$ cat src/rtl/image_row_feeder_if.sv
// Memory-read and pixel-stream bundle for image_row_feeder.
// FEEDER_TLAST_EN adds the per-row m_last marker on the stream side.
interface image_row_feeder_if #(
    parameter int ADDR_W = 18
);
    logic              mem_rd_en;
    logic [ADDR_W-1:0] mem_addr;
    logic [7:0]        mem_rd_data;
    logic              m_data_valid;
    logic [7:0]        m_data;
    logic              m_data_ready;
`ifdef FEEDER_TLAST_EN
    logic              m_last;

    modport master (
        output mem_rd_en, mem_addr, m_data_valid, m_data, m_last,
        input  mem_rd_data, m_data_ready
    );
    modport slave (
        input  mem_rd_en, mem_addr, m_data_valid, m_data, m_last,
        output mem_rd_data, m_data_ready
    );
`else
    modport master (
        output mem_rd_en, mem_addr, m_data_valid, m_data,
        input  mem_rd_data, m_data_ready
    );
    modport slave (
        input  mem_rd_en, mem_addr, m_data_valid, m_data,
        output mem_rd_data, m_data_ready
    );
`endif
endinterface

$ cat src/rtl/image_row_feeder.sv
// Streams a grayscale frame from pixel memory into the filter IP: prefill rows, one row per
// interrupt credit, then zero pad rows. Optional macro FEEDER_TLAST_EN adds m_last.
module image_row_feeder #(
    parameter int IMAGE_WIDTH   = 512,
    parameter int IW_BIT_NUM    = 9,
    parameter int IMAGE_HEIGHT  = 512,
    parameter int IH_BIT_NUM    = 9,
    parameter int PREFILL_LINES = 4,
    parameter int PAD_LINES     = 2,
    parameter int ADDR_W        = 18
) (
    input  logic              clk,
    input  logic              reset_n,
    input  logic              start,
    input  logic [ADDR_W-1:0] base_addr,
    output logic              busy,
    output logic              done,
    input  logic              intr_in,
    image_row_feeder_if.master bus
);
    localparam int PREFILL_ROWS = (PREFILL_LINES < IMAGE_HEIGHT) ? PREFILL_LINES : IMAGE_HEIGHT;
    localparam int RC_W   = IH_BIT_NUM + 1;
    localparam int PC_W   = $clog2(PAD_LINES + 2);
    localparam int CR_W   = $clog2(PREFILL_LINES + 2);
    localparam int LEFT_W = $clog2(PREFILL_ROWS * IMAGE_WIDTH + 2);

    typedef enum logic [2:0] {
        S_IDLE, S_PREFILL, S_WAIT_INTR, S_LINE, S_PAD_WAIT, S_PAD_LINE, S_FINISH
    } state_t;

    state_t r_state, w_nextState;

    logic [ADDR_W-1:0] r_rdPtr;
    logic [LEFT_W-1:0] r_issueLeft;
    logic              r_inFlight, r_inFlightPad;
    logic [7:0]        r_fifoData [2];
    logic [1:0]        r_fifoCnt;
    logic [IW_BIT_NUM-1:0] r_outCol;
    logic [RC_W-1:0]   r_rowsSent;
    logic [PC_W-1:0]   r_padsSent;
    logic [CR_W-1:0]   r_credit;
    logic              r_intrPrev;

    logic       w_pop, w_push, w_issue, w_colLast, w_rowEnd, w_rise, w_padMode;
    logic       w_consume, w_startAccept, w_wrIdx;
    logic [2:0] w_occ;
    logic [1:0] w_keep;
    logic [7:0] w_pushData;
    logic [RC_W-1:0] w_rowsNext;

    assign w_pop      = (r_fifoCnt != 2'd0) & bus.m_data_ready;
    assign w_push     = r_inFlight;
    // Occupancy after this cycle's pop, so a streaming pipeline keeps issuing every cycle.
    assign w_occ      = 3'(r_fifoCnt) + 3'(r_inFlight) - 3'(w_pop);
    assign w_issue    = (r_issueLeft != '0) && (w_occ < 3'd2);
    assign w_colLast  = (r_outCol == IW_BIT_NUM'(IMAGE_WIDTH - 1));
    assign w_rowEnd   = w_pop & w_colLast;
    assign w_rise     = intr_in & ~r_intrPrev;
    assign w_padMode  = (r_state == S_PAD_LINE);
    assign w_rowsNext = r_rowsSent + RC_W'(1);
    assign w_keep     = r_fifoCnt - 2'(w_pop);
    assign w_wrIdx    = (w_keep != 2'd0);
    assign w_pushData = r_inFlightPad ? 8'h00 : bus.mem_rd_data;

    always_ff @(posedge clk or negedge reset_n) begin
        if (!reset_n) r_state <= S_IDLE;
        else          r_state <= w_nextState;
    end

    always_comb begin
        w_nextState   = r_state;
        w_consume     = 1'b0;
        w_startAccept = 1'b0;
        case (r_state)
            S_IDLE: begin
                if (start) begin
                    w_startAccept = 1'b1;
                    w_nextState   = S_PREFILL;
                end
            end
            S_PREFILL: begin
                if (w_rowEnd && (w_rowsNext == RC_W'(PREFILL_ROWS))) begin
                    if (PREFILL_LINES >= IMAGE_HEIGHT) w_nextState = S_PAD_WAIT;
                    else                               w_nextState = S_WAIT_INTR;
                end
            end
            S_WAIT_INTR: begin
                if (r_credit != '0) begin
                    w_consume   = 1'b1;
                    w_nextState = S_LINE;
                end
            end
            S_LINE: begin
                if (w_rowEnd) begin
                    if (w_rowsNext == RC_W'(IMAGE_HEIGHT)) w_nextState = S_PAD_WAIT;
                    else                                   w_nextState = S_WAIT_INTR;
                end
            end
            S_PAD_WAIT: begin
                if (r_padsSent == PC_W'(PAD_LINES)) begin
                    w_nextState = S_FINISH;
                end else if (r_credit != '0) begin
                    w_consume   = 1'b1;
                    w_nextState = S_PAD_LINE;
                end
            end
            S_PAD_LINE: begin
                if (w_rowEnd) w_nextState = S_PAD_WAIT;
            end
            S_FINISH: w_nextState = S_IDLE;
            default:  w_nextState = S_IDLE;
        endcase
    end

    // A rise coinciding with a consume cancels out; credits saturate at the prefill depth.
    always_ff @(posedge clk or negedge reset_n) begin
        if (!reset_n) begin
            r_intrPrev <= 1'b0;
            r_credit   <= '0;
        end else begin
            r_intrPrev <= intr_in;
            if (w_startAccept) begin
                r_credit <= '0;
            end else if (r_state != S_IDLE) begin
                if (w_rise && !w_consume && (r_credit != CR_W'(PREFILL_LINES)))
                    r_credit <= r_credit + CR_W'(1);
                else if (!w_rise && w_consume)
                    r_credit <= r_credit - CR_W'(1);
            end
        end
    end

    always_ff @(posedge clk or negedge reset_n) begin
        if (!reset_n) begin
            r_rdPtr       <= '0;
            r_issueLeft   <= '0;
            r_inFlight    <= 1'b0;
            r_inFlightPad <= 1'b0;
            r_outCol      <= '0;
            r_rowsSent    <= '0;
            r_padsSent    <= '0;
        end else begin
            r_inFlight    <= w_issue;
            r_inFlightPad <= w_padMode;
            if (w_startAccept) begin
                r_rdPtr     <= base_addr;
                r_issueLeft <= LEFT_W'(PREFILL_ROWS * IMAGE_WIDTH);
                r_outCol    <= '0;
                r_rowsSent  <= '0;
                r_padsSent  <= '0;
            end else begin
                if (w_consume)    r_issueLeft <= LEFT_W'(IMAGE_WIDTH);
                else if (w_issue) r_issueLeft <= r_issueLeft - LEFT_W'(1);
                if (w_issue && !w_padMode) r_rdPtr <= r_rdPtr + ADDR_W'(1);
                if (w_pop) r_outCol <= w_colLast ? '0 : r_outCol + IW_BIT_NUM'(1);
                if (w_rowEnd) begin
                    if (w_padMode) r_padsSent <= r_padsSent + PC_W'(1);
                    else           r_rowsSent <= w_rowsNext;
                end
            end
        end
    end

    // Two-entry FIFO: entry 0 is the stream head, entry 1 absorbs the read latency under stall.
    always_ff @(posedge clk or negedge reset_n) begin
        if (!reset_n) begin
            r_fifoData[0] <= 8'h00;
            r_fifoData[1] <= 8'h00;
            r_fifoCnt     <= 2'd0;
        end else begin
            if (w_pop)  r_fifoData[0] <= r_fifoData[1];
            if (w_push) r_fifoData[w_wrIdx] <= w_pushData;
            r_fifoCnt <= r_fifoCnt + 2'(w_push) - 2'(w_pop);
        end
    end

    assign bus.m_data       = r_fifoData[0];
    assign bus.m_data_valid = (r_fifoCnt != 2'd0);
    assign bus.mem_rd_en    = w_issue & ~w_padMode;
    assign bus.mem_addr     = r_rdPtr;
    assign busy             = (r_state != S_IDLE) && (r_state != S_FINISH);
    assign done             = (r_state == S_FINISH);
`ifdef FEEDER_TLAST_EN
    assign bus.m_last       = (r_fifoCnt != 2'd0) & w_colLast;
`endif
endmodule

$ cat src/flat_wrapper.sv
// flat-port wrapper written by rule: the top's interface ports become plain ports
module image_row_feeder_flat 
#(
    parameter int IMAGE_WIDTH   = 512,
    parameter int IW_BIT_NUM    = 9,
    parameter int IMAGE_HEIGHT  = 512,
    parameter int IH_BIT_NUM    = 9,
    parameter int PREFILL_LINES = 4,
    parameter int PAD_LINES     = 2,
    parameter int ADDR_W        = 18
)
  (clk, reset_n, start, base_addr, busy, done, intr_in, bus_mem_rd_en, bus_mem_addr, bus_m_data_valid, bus_m_data, bus_mem_rd_data, bus_m_data_ready);
  image_row_feeder_if #(.ADDR_W(ADDR_W)) bus_i ();
  input  logic clk;
  input  logic reset_n;
  input  logic start;
  input  logic [ADDR_W-1:0] base_addr;
  output logic busy;
  output logic done;
  input  logic intr_in;
  output wire logic [$bits(bus_i.mem_rd_en)-1:0] bus_mem_rd_en;
  output wire logic [$bits(bus_i.mem_addr)-1:0] bus_mem_addr;
  output wire logic [$bits(bus_i.m_data_valid)-1:0] bus_m_data_valid;
  output wire logic [$bits(bus_i.m_data)-1:0] bus_m_data;
  input wire logic [$bits(bus_i.mem_rd_data)-1:0] bus_mem_rd_data;
  input wire logic [$bits(bus_i.m_data_ready)-1:0] bus_m_data_ready;
  assign bus_mem_rd_en = bus_i.mem_rd_en;
  assign bus_mem_addr = bus_i.mem_addr;
  assign bus_m_data_valid = bus_i.m_data_valid;
  assign bus_m_data = bus_i.m_data;
  assign bus_i.mem_rd_data = bus_mem_rd_data;
  assign bus_i.m_data_ready = bus_m_data_ready;
  image_row_feeder #(.IMAGE_WIDTH(IMAGE_WIDTH), .IW_BIT_NUM(IW_BIT_NUM), .IMAGE_HEIGHT(IMAGE_HEIGHT), .IH_BIT_NUM(IH_BIT_NUM), .PREFILL_LINES(PREFILL_LINES), .PAD_LINES(PAD_LINES), .ADDR_W(ADDR_W)) u_core (.clk(clk), .reset_n(reset_n), .start(start), .base_addr(base_addr), .busy(busy), .done(done), .intr_in(intr_in), .bus(bus_i));
endmodule
$ cat config.mk
export PLATFORM = sky130hd
export DESIGN_NAME = image_row_feeder_flat
export DESIGN_NICKNAME = d
export VERILOG_FILES = /design/src/rtl/image_row_feeder_if.sv /design/src/rtl/image_row_feeder.sv /design/src/flat_wrapper.sv
export SDC_FILE = /design/constraint.sdc
export NUM_CORES = 1
export LEC_CHECK = 0
export CAP_MARGIN = 15
export CORE_UTILIZATION = 50
export DETAILED_ROUTE_END_ITERATION = 8
export PLACE_DENSITY = 0.74
export SLEW_MARGIN = 25
export SYNTH_ARGS = -nofsm -noshare
export SYNTH_HDL_FRONTEND = slang
export SYNTH_SLANG_ARGS = --single-unit
$ cat constraint.sdc
create_clock -name clk -period 7.7 [get_ports clk]
set_input_delay 1.155 -clock clk [delete_from_list [all_inputs] [get_ports clk]]
set_output_delay 1.155 -clock clk [all_outputs]
set_load 0.005 [all_outputs]
Word level (Yosys, flattened, before mapping)
Cells that the tools add are included.
{ "totals": {"word_cells": 120, "register_bits": 78} }
{ "classes": {"n_bitwise": 7, "eq_ne": 19, "n_reduce_logical": 28, "mux": 38, "magnitude_cmp": 3, "add_sub_neg": 12} }
{ "ops": {"columns": ["operator", "n"], "rows": [
  ["two-way mux 12 bit", 3],
  ["two-way mux 18 bit", 2],
  ["two-way mux 3 bit", 12],
  ["two-way mux 10 bit", 3],
  ["two-way mux 9 bit", 3],
  ["two-way mux 8 bit", 3],
  ["adder 18 x 1 -> 18 bit (second input constant)", 1],
  ["case mux 3 bit (6 select lines)", 1],
  ["bitwise mux 16 bit", 1],
  ["two-way mux 16 bit", 1],
  ["nonzero test 2 bit", 7],
  ["nonzero test 12 bit", 1],
  ["nonzero test 3 bit", 4],
  ["subtractor 12 x 1 -> 12 bit (second input constant)", 1],
  ["adder 10 x 1 -> 10 bit (second input constant)", 1],
  ["equality test 10 bit (second input constant)", 1],
  ["equality test 10 x 3 -> 1 bit (second input constant)", 1],
  ["adder 9 x 1 -> 9 bit (second input constant)", 1],
  ["equality test 3 bit (second input constant)", 3],
  ["equality test 9 bit (second input constant)", 1],
  ["demux 8 bit (select 1 bit)", 1],
  ["logical AND 1 bit", 8],
  ["!= test 2 x 1 -> 1 bit (second input constant)", 4],
  ["equality test 3 x 2 -> 1 bit (second input constant)", 2],
  ["other kinds (25)", 41]
]} }

Logic depth before layout (Yosys ltp)
Gate-level depths: netlist of the first run.
{ "depth": {"ltp_word": 11, "depth_mapped": 14, "mapped_depth_nobuf": 13} }

Least setup slack after synthesis of the first run
Ideal clock, no wire load.
{ "synth_path": {"path_kind": "input-to-output", "from": "in bus_m_data_ready", "to": "out bus_mem_rd_en", "slack_ns": 3.387, "path_buffers": 1, "path_stages": 11, "arrival_time_ns": 3.158, "path_cell_list": "nand2_1 inv_2 buf_2 ha_1 inv_1 ha_1 fa_1 xnor2_1 nor2_1 nand3_2 inv_1"} }
{ "synth_via": {"elab_chain_len": 5} }
{ "synth_rtl": {"columns": ["item", "line_no", "rtl"], "rows": [
  ["start: declaration", "flat_wrapper.sv:26", "input wire logic [$bits(bus_i.m_data_ready)-1:0] bus_m_data_ready;"],
  ["bitwise AND 1 bit", "image_row_feeder.sv:51", "assign w_pop = (r_fifoCnt != 2'd0) & bus.m_data_ready;"],
  ["subtractor 3 x 1 -> 3 bit", "image_row_feeder.sv:54", "assign w_occ = 3'(r_fifoCnt) + 3'(r_inFlight) - 3'(w_pop);"],
  ["< comparator 3 x 2 -> 1 bit", "image_row_feeder.sv:55", "assign w_issue = (r_issueLeft != '0) && (w_occ < 3'd2);"],
  ["logical AND 1 bit", "image_row_feeder.sv:55", null],
  ["bitwise AND 1 bit", "image_row_feeder.sv:179", "assign bus.mem_rd_en = w_issue & ~w_padMode;"],
  ["end: declaration", "flat_wrapper.sv:21", "output wire logic [$bits(bus_i.mem_rd_en)-1:0] bus_mem_rd_en;"]
]} }
No other way between the ends.

Final worst setup path of the first run
{ "layout_path": {"from": "in bus_m_data_ready", "to": "out bus_mem_rd_en"} }
{ "layout_via": {"elab_chain_len": 5} }
{ "layout_rtl": {"columns": ["item", "line_no", "rtl"], "rows": [
  ["bitwise AND 1 bit", "image_row_feeder.sv:51", null],
  ["subtractor 3 x 1 -> 3 bit", "image_row_feeder.sv:54", null],
  ["via u_core.w_occ[1]", "image_row_feeder.sv:46", "logic [2:0] w_occ;"],
  ["< comparator 3 x 2 -> 1 bit", "image_row_feeder.sv:55", null],
  ["logical AND 1 bit", "image_row_feeder.sv:55", null],
  ["bitwise AND 1 bit", "image_row_feeder.sv:179", null]
]} }
The timed path passes the listed nets, and every way through them passes these cells.

==> results of run 1 <==
==> layer usage <==
layer / wire length (um) / part of all wire / global-route usage / vias up
met4: 173 / 0.018 / 0.0918 / 0
met5: 0 / 0 / 0 / -
met2: 4780 / 0.49 / 0.345 / 74
met1: 4540 / 0.46 / 0.300 / 1861
met3: 358 / 0.036 / 0.0332 / 15
li1: - / - / - / 1851
==> worst max-delay path, delay by kind of cell <==
kind	cells	cell delay, ps
AND/OR/NAND/NOR	3	1100
buffers and inverters	5	1470
adder cells (fa/ha/maj)	3	960
==> worst max path at each step <==
| stage | startpoint | end | slack [ps] | depth (start not counted) |
|---|---|---|---|---|
| global placement | bus_m_data_ready | bus_mem_rd_en | 1980 | 11 |
| finish | bus_m_data_ready | bus_mem_rd_en | 1850 | 11 |
| CTS | bus_m_data_ready | bus_mem_rd_en | 1890 | 12 |
| floorplan | bus_m_data_ready | bus_mem_rd_en | 3390 | 11 |
| global route | bus_m_data_ready | bus_mem_rd_en | 1650 | 12 |
| detailed placement | bus_m_data_ready | bus_mem_rd_en | 1920 | 12 |
==> report_power, final <==
group | internal, mW | switching (mW)
sequential | 0.540 | 0.125
combinational | 0.306 | 0.327
clock | 0.144 | 0.150
total | 0.990 | 0.602
==> cell usage in the layout, fill, tap and decap left out, drive strengths merged, types with 8 or more instances in the layout <==
cell type,count
clkbuf,9
mux2,8
xor2,16
nor3,12
nand4,19
a31oi,10
nor2,42
and3,13
nand2b,17
clkdlybuf4s50,59
inv,19
ha,9
a21oi,15
o21ai,52
dfrtp,78
nand3,17
nand2,58
==> layout make-up <==
class / count / area (um^2) / share of cell area
well taps: 108 / 135 / 0.0257
clock buffers: 9 / 124 / 0.0235
repair buffers: 60 / 602 / 0.114
multi-input cells: 371 / 2330 / 0.442
clock inverters: 5 / 52.6 / 0.00998
flip-flops and latches: 78 / 1950 / 0.371
inverters: 19 / 71.3 / 0.0135
==> through the flow <==
stage	power, mW	instances	cell area, um^2	setup slack (ps)
CTS	1.60	650	5260	1890
finish	1.59	650	5270	1850
global route	1.71	650	5270	1650
detailed placement	1.30	636	5090	1920
global placement	1.27	636	5090	1980
floorplan	1.09	497	4510	3390
==> cells by family (layout without fill, tap and decap cells) <==
logic type               count (synthesis)  in the layout  synth area share
AO/OA/AOI/OAI                          107            107             0.143
XOR/XNOR                                20             20            0.0388
adder cells (fa/ha/maj)                 11             11            0.0338
buffers and inverters                   48             93            0.0510
flip-flops                              78             78             0.433
multiplexers                            13             13            0.0311
AND/OR/NAND/NOR                        220            220             0.269
==> cell usage after synthesis (all sizes together), types with 2 or more instances <==
| cell | number | share of area |
|---|---|---|
| nand4 | 19 | 0.028 |
| nor2b | 4 | 0.0055 |
| mux2 | 8 | 0.020 |
| and2 | 3 | 0.0047 |
| or4 | 7 | 0.012 |
| o211ai | 4 | 0.0078 |
| nand2b | 17 | 0.024 |
| a31oi | 10 | 0.014 |
| buf | 19 | 0.027 |
| a2bb2oi | 2 | 0.0053 |
| o21ai | 52 | 0.058 |
| o41ai | 3 | 0.0058 |
| fa | 2 | 0.0089 |
| and3 | 13 | 0.018 |
| o31ai | 5 | 0.0083 |
| nor4 | 4 | 0.0089 |
| a22oi | 2 | 0.0033 |
| nor2 | 42 | 0.035 |
| a211oi | 2 | 0.0033 |
| and4bb | 2 | 0.0055 |
| or2 | 2 | 0.0028 |
| a21oi | 15 | 0.017 |
| a21o | 2 | 0.0033 |
| nand2 | 58 | 0.048 |
| nor3 | 12 | 0.019 |
| ha | 9 | 0.025 |
| or3b | 2 | 0.0039 |
| inv | 19 | 0.016 |
| clkbuf | 10 | 0.0083 |
| dfrtp | 78 | 0.43 |
| mux2i | 5 | 0.011 |
| xnor2 | 4 | 0.0078 |
| xor2 | 16 | 0.031 |
| or3 | 7 | 0.0097 |
| nand3 | 17 | 0.022 |
| nand4b | 2 | 0.0039 |
| o22ai | 2 | 0.0028 |
| nand3b | 3 | 0.0058 |
==> impl_metrics.tcl, run 1 <==
set metrics [dict create \
    cts_tree "built" \
    overflow 0 \
    antenna_found_initial 0 \
    clk_pin_slew_worst_paths_ps 80 \
    insertion_delay_ps 360 \
    grt_pass1_vias 3661 \
    maxCapViolCount 0 \
    postCtsSetupBuffers 0 \
    fmax_mhz 171 \
    ys_types 67 \
    rr_worst_depth 12 \
    ys_ff_latch 78 \
    cts_made_buffers 9 \
    avgSynthCellArea_um2 9.08 \
    worst_pin_slew_ps 810 \
    path_max_fanout 16 \
    slew_headroom 0.458 \
    die_h_um 97.0 \
    tns_ps 0 \
    worstReg2RegStart "u_core.r_fifoCnt[1]" \
    fp-row-count 34 \
    holdWs_ps 484 \
    post_drt_wl_per_cell_um 15.2 \
    io_buffers 60 \
    cts_resized 0 \
    syn_inst 497 \
    fin_util 0.604 \
    start_util 0.517 \
    dpl.hpwl_um 6720 \
    cts.htree.levels 3 \
    crit_path_top_delay_cell "nor2_1" \
    hold_class "reg2reg" \
    synth_ff_type "dfrtp_1" \
    drc 0 \
    drt-total-wl_um 9860 \
    hold_viol 0 \
    cts_num_sinks 78 \
    path_cells "clkdlybuf4s50_1 -> nand2_1 -> inv_2 -> ha_1 -> inv_1 -> ha_1 -> fa_1 -> nor2_1 -> nand3_2 -> inv_1 -> clkdlybuf4s50_1" \
    first_pass_iters 4 \
    grtUsageTotal 0.219 \
    min_path_cells 2 \
    place_congestion 0.867 \
    cts_root_buf "clkbuf_8" \
    skew_ps 8.46 \
    rsz0062_at_grt "no" \
    vias 3801 \
    postCtsHoldBufs 0 \
    grt_max_degree 79 \
    r2r_setup_slack_ps 3790 \
    slew_violations 0 \
    cpPeakStageDelay_ps 670 \
    timing.final.crit_share 0.760 \
    cp.arrival_ps 4700 \
    power_density_nw_per_um2 302 \
    syn2layout_area_growth_pct 16.7 \
    grt_pass1_wl_um 16900 \
    setup_viol 0 \
    crit_type "in2out" \
    setup.worst_path.start_class "input pin" \
    cts_buffer_depth 2 \
    rr_endpoint "u_core.bus.mem_addr[4]" \
    synth_edf_count 0 \
    synth_area_um2 4510 \
    n_antenna_cell 0 \
    drt.antenna.violating_nets 0 \
    drive_gt1_frac 0.0812 \
    vdd_drop_max_v 0.000160 \
    cp.required_ps 6550 \
    io_pins 61 \
    synth_nets 539 \
    worstSetupEndpointType "output port" \
    fp.dieW_um 97.0 \
    status "complete, no violations" \
    finalCriticalPeriod_ps 5850 \
    drt_iter0_markers 182 \
    fin_nets 581 \
    seq_area_frac_synth 0.433 \
    synthArstFlopShare 1.00 \
    yosys_warnings 0 \
    nFillCells 764 \
    die_area_um2 9410 \
    core_um2 8720 \
    p_leak_nw 2.22 \
    avgViaCountPerCell 5.85 \
]
No activity file was read; power rests on OpenSTA's default activity.
==> run 2: changes to the inputs <==
--- a/config.mk
+++ b/config.mk
@@ -8,7 +8,7 @@
 export CAP_MARGIN = 15
 export CORE_UTILIZATION = 50
 export DETAILED_ROUTE_END_ITERATION = 8
-export PLACE_DENSITY = 0.74
+export PLACE_DENSITY = 0.77
 export SLEW_MARGIN = 25
 export SYNTH_ARGS = -nofsm -noshare
 export SYNTH_HDL_FRONTEND = slang
==> constraint.sdc (replaced) <==
create_clock -name clk -period 5.3 [get_ports clk]
set_input_delay 0.795 -clock clk [delete_from_list [all_inputs] [get_ports clk]]
set_output_delay 0.795 -clock clk [all_outputs]
set_load 0.005 [all_outputs]
==> run 2 against run 1 <==
Compared with the run above: clock power grew 45%; die area is the same; clock-buffer cell count is the same; critical endpoint unchanged; design area grew 0.36%; routed wire length shrank 2.0%.
==> impl_metrics.tcl, run 2 (synthesis results as in run 1) <==
set metrics [dict create \
    status "complete, no violations" \
    skew_ps 13.7 \
    io_pins 61 \
    first_pass_iters 5 \
    dp_cells 637 \
    cts.htree.levels 3 \
    setup.worst_path.start_class "input pin" \
    post_dp_cell_area_um2 5090 \
    drt.antenna.violating_nets 0 \
    drc 0 \
    core_um2 8720 \
    io_buffers 60 \
    layout_commonest_cell "dfrtp_1" \
    drt_iter0_markers 206 \
    p_leak_nw 2.23 \
    path_cells "clkdlybuf4s50_1 -> nand2_1 -> inv_2 -> ha_1 -> inv_1 -> ha_1 -> fa_1 -> xnor2_1 -> nor2_1 -> nand3_2 -> inv_1 -> clkdlybuf4s50_1" \
    power_density_nw_per_um2 438 \
    timing.final.crit_share 0.936 \
    maxCapViolCount 0 \
    grt_pass1_vias 3770 \
    cts_made_buffers 9 \
    cts_root_buf "clkbuf_8" \
    cp.arrival_ps 4170 \
    avgViaCountPerCell 5.84 \
    cts_tree "built" \
    fp-row-count 34 \
    slew_headroom 0.448 \
    drt-total-wl_um 9660 \
    critPathBufInv 5 \
    rsz0062_at_grt "no" \
    fp.dieW_um 97.0 \
    hold_class "in2async" \
    path_max_fanout 12 \
    insertion_delay_ps 350 \
    overflow 0 \
    finalInstanceArea_um2 5290 \
    fin_util 0.606 \
    instances_no_fill 653 \
    clk_pin_slew_worst_paths_ps 100 \
    cpPeakStageDelay_ps 680 \
    postCtsSetupBuffers 0 \
    grt_max_degree 79 \
    met1_length_um 4550 \
    slew_violations 0 \
    worst_pin_slew_ps 825 \
    finalCriticalPeriod_ps 4960 \
    cts_resized 0 \
    vias 3814 \
    hold_viol 0 \
    grt_pass1_wl_um 16900 \
    start_util 0.517 \
    cp.required_ps 4510 \
    worstSetupEndpointType "output port" \
    fmax_mhz 201 \
    highest_layer "met4" \
    place_congestion 0.849 \
    cp_top_family "buffers and inverters" \
    die_h_um 97.0 \
    cts_buffer_depth 2 \
    n_antenna_cell 0 \
    cts_num_sinks 78 \
    antenna_found_initial 0 \
    post_drt_wl_per_cell_um 14.8 \
    syn2layout_area_growth_pct 17.1 \
    vdd_drop_max_v 0.000204 \
    wl_met2_um 4660 \
    setup_viol 0 \
    crit_path_top_delay_cell "nor2_1" \
    tns_ps 0 \
    drive_gt1_frac 0.0862 \
    die_area_um2 9410 \
    postCtsHoldBufs 0 \
    grtUsageTotal 0.215 \
    fin_nets 582 \
    dr_wl_met3_um 352 \
    crit_type "in2out" \
    dpl.hpwl_um 6620 \
    final_cell_mix "dfrtp_1, clkdlybuf4s50_1, nand2_1, o21ai_0, nor2_1" \
]
run 2: changes by cell type in the layout (fill, tap and decap cells not counted), sizes merged:
cell and change:
inv +4, buf +1, bufinv -1, clkinvlp -1
run 2: routing by layer:
layer | vias up | global-route usage
met5 | - | 0
met2 | 101 | 0.356
met3 | 7 | 0.0325
li1 | 1859 | -
met4 | 0 | 0.0574
met1 | 1847 | 0.295
run 2: final timing paths:
kind,startpoint,endpoint,slack [ps],depth (start not counted)
max reg2reg,u_core.r_fifoCnt[0],u_core.bus.mem_addr[3],1590,12
max,bus_m_data_ready,bus_mem_rd_en,340,12
min in group clk,flip-flop,flip-flop,490,2
min,reset_n,async pin,460,1
min reg2reg,flip-flop,flip-flop,490,2
max in group asynchronous,reset_n,u_core.r_issueLeft[7],4340,1
run 2: area by class of cell:
| class | count | area (um^2) |
|---|---|---|
| inverter | 19 | 71.3 |
| multi-input combinational | 371 | 2330 |
| clock buffer | 9 | 124 |
| timing repair buffer | 61 | 609 |
| fill | 745 | 3440 |
| clock inverter | 7 | 63.8 |
| tap | 108 | 135 |
| sequential | 78 | 1950 |
run 2: power breakdown:
part	switching [mW]	internal [mW]
Sequential	0.175	0.783
Combinational	0.482	0.448
Clock	0.248	0.181
run 2: through the flow:
| step | hold slack (ps) | setup slack [ps] | power [mW] |
|---|---|---|---|
| detailed placement | 469 | 393 | 1.89 |
| finish | 465 | 337 | 2.32 |
| floorplan | 444 | 1710 | 1.59 |
| global route | 510 | 134 | 2.49 |
| CTS | 492 | 391 | 2.33 |
| global placement | 457 | 497 | 1.85 |
==> run 3: changes to the inputs <==
--- a/config.mk
+++ b/config.mk
@@ -6,9 +6,11 @@
 export NUM_CORES = 1
 export LEC_CHECK = 0
 export CAP_MARGIN = 15
+export CORE_MARGIN = 1
 export CORE_UTILIZATION = 50
 export DETAILED_ROUTE_END_ITERATION = 8
 export PLACE_DENSITY = 0.77
+export RECOVER_POWER = 50
 export SLEW_MARGIN = 25
 export SYNTH_ARGS = -nofsm -noshare
 export SYNTH_HDL_FRONTEND = slang
==> run 3 against run 2 <==
Compared with the run above: the flow now finishes with violations (capacitance limit, slew limit); non-clock buffer count unchanged; clock power about the same; clock skew about the same; combinational power down 1%; sequential cell count unchanged; routed wire length up 0.21%; cell count unchanged.
==> impl_metrics.tcl, run 3 (synthesis results as in run 1) <==
set metrics [dict create \
    vias 3858 \
    cts_buffer_depth 2 \
    io_pins 61 \
    postCtsSetupBuffers 0 \
    die_area_um2 9410 \
    syn2layout_area_growth_pct 16.9 \
    power_density_nw_per_um2 437 \
    layout_commonest_cell "dfrtp_1" \
    sw_frac_of_total 0.392 \
    place_ws_ps 393 \
    fmax_mhz 201 \
    cp.required_ps 4510 \
    p_int_mw 1.40 \
    slew_headroom -1.75 \
    fin_nets 582 \
    tns_ps 0 \
    finalInstanceArea_um2 5270 \
    design_power_total_mw 2.31 \
    cts_root_buf "clkbuf_8" \
    path_max_fanout 12 \
    fin_ws_ps 333 \
    core_um2 8720 \
    grt_max_degree 79 \
    hold_class "reg2reg" \
    p_sw_mw 0.905 \
    post_drt_wl_per_cell_um 14.8 \
    post_dp_cell_area_um2 5090 \
    drc 0 \
    p_clk_frac 0.186 \
    p_comb_frac 0.399 \
    avgViaCountPerCell 5.91 \
    holdWs_ps 489 \
    maxCapViolCount 1 \
    cts_resized 0 \
    setup.worst_path.start_class "input pin" \
    p_leak_nw 2.23 \
    hold_viol 0 \
    skew_ps 14.1 \
    fin_util 0.605 \
    clk_pin_slew_worst_paths_ps 80 \
    drive_gt1_frac 0.0826 \
    cts.htree.levels 3 \
    fp.dieW_um 97.0 \
    cts_num_sinks 78 \
    cts_made_buffers 9 \
    dp_cells 637 \
    vdd_drop_max_v 0.000203 \
    instances_no_fill 653 \
    finalCriticalPeriod_ps 4970 \
    grt_pass1_vias 3770 \
    setup_viol 0 \
    status "finished with violations" \
    final_cell_mix "dfrtp_1, nand2_1, clkdlybuf4s50_1, o21ai_0, nor2_1" \
    antenna_found_initial 0 \
    crit_type "in2out" \
    postCtsHoldBufs 0 \
    start_util 0.517 \
    cp.arrival_ps 4170 \
    io_buffers 60 \
    worstSetupEndpointType "output port" \
    drt.antenna.violating_nets 0 \
    violations "capacitance limit, slew limit" \
    timing.final.crit_share 0.937 \
    dpl.hpwl_um 6620 \
    seqPwrFrac 0.415 \
    place_congestion 0.849 \
    drt-total-wl_um 9680 \
    first_pass_iters 5 \
    n_antenna_cell 0 \
    drt_iter0_markers 212 \
    slew_violations 79 \
    die_h_um 97.0 \
    grtUsageTotal 0.215 \
    grt_pass1_wl_um 16900 \
    fp-row-count 34 \
    rsz0062_at_grt "no" \
    insertion_delay_ps 350 \
    cts_tree "built" \
    worst_pin_slew_ps 4120 \
    overflow 0 \
]
[run 3: layer usage]
layer / global-route usage / vias to the layer above / wire length (um)
li1: - / 1858 / -
met1: 0.295 / 1879 / 4510
met2: 0.356 / 114 / 4680
met3: 0.0325 / 7 / 389
met4: 0.0574 / 0 / 96
met5: 0 / - / 0
[run 3: worst max-delay path, cell delays in order]
cell and delay [ps]:
clkdlybuf4s50_1 470, nand2_1 200, inv_2 60, ha_1 270, inv_1 40, ha_1 190, fa_1 380, xnor2_1 240
nor2_1 680, nand3_2 260, inv_1 100, clkdlybuf4s50_1 500
[run 3: power groups by stage]
stage	sequential, mW	combinational [mW]	clock, mW
after floorplan	0.930	0.657	0
after global placement	0.958	0.888	0
after detailed placement	0.967	0.927	0
after CTS	0.956	0.933	0.439
after global routing	0.990	1.03	0.463
final	0.958	0.920	0.429
[run 3: final cells by class]
type,instances,area (um^2)
fill,749,3450
timing repair buffer,61,602
sequential,78,1950
inverter,19,71.3
tap,108,135
clock inverter,7,63.8
clock buffer,9,124
multi-input combinational,371,2330
[run 3: worst paths after layout]
kind / startpoint / endpoint / slack (ps) / cells past startpoint
worst max-delay path: bus_m_data_ready / bus_mem_rd_en / 330 / 12
worst min-delay path: flip-flop / flip-flop / 490 / 2
worst max register to register: u_core.r_fifoCnt[0] / u_core.bus.mem_addr[3] / 1590 / 12
worst min register to register: flip-flop / flip-flop / 490 / 2
max in group asynchronous: reset_n / u_core.r_issueLeft[7] / 1110 / 1
min in group asynchronous: reset_n / u_core.bus.m_data[1] / 1870 / 1
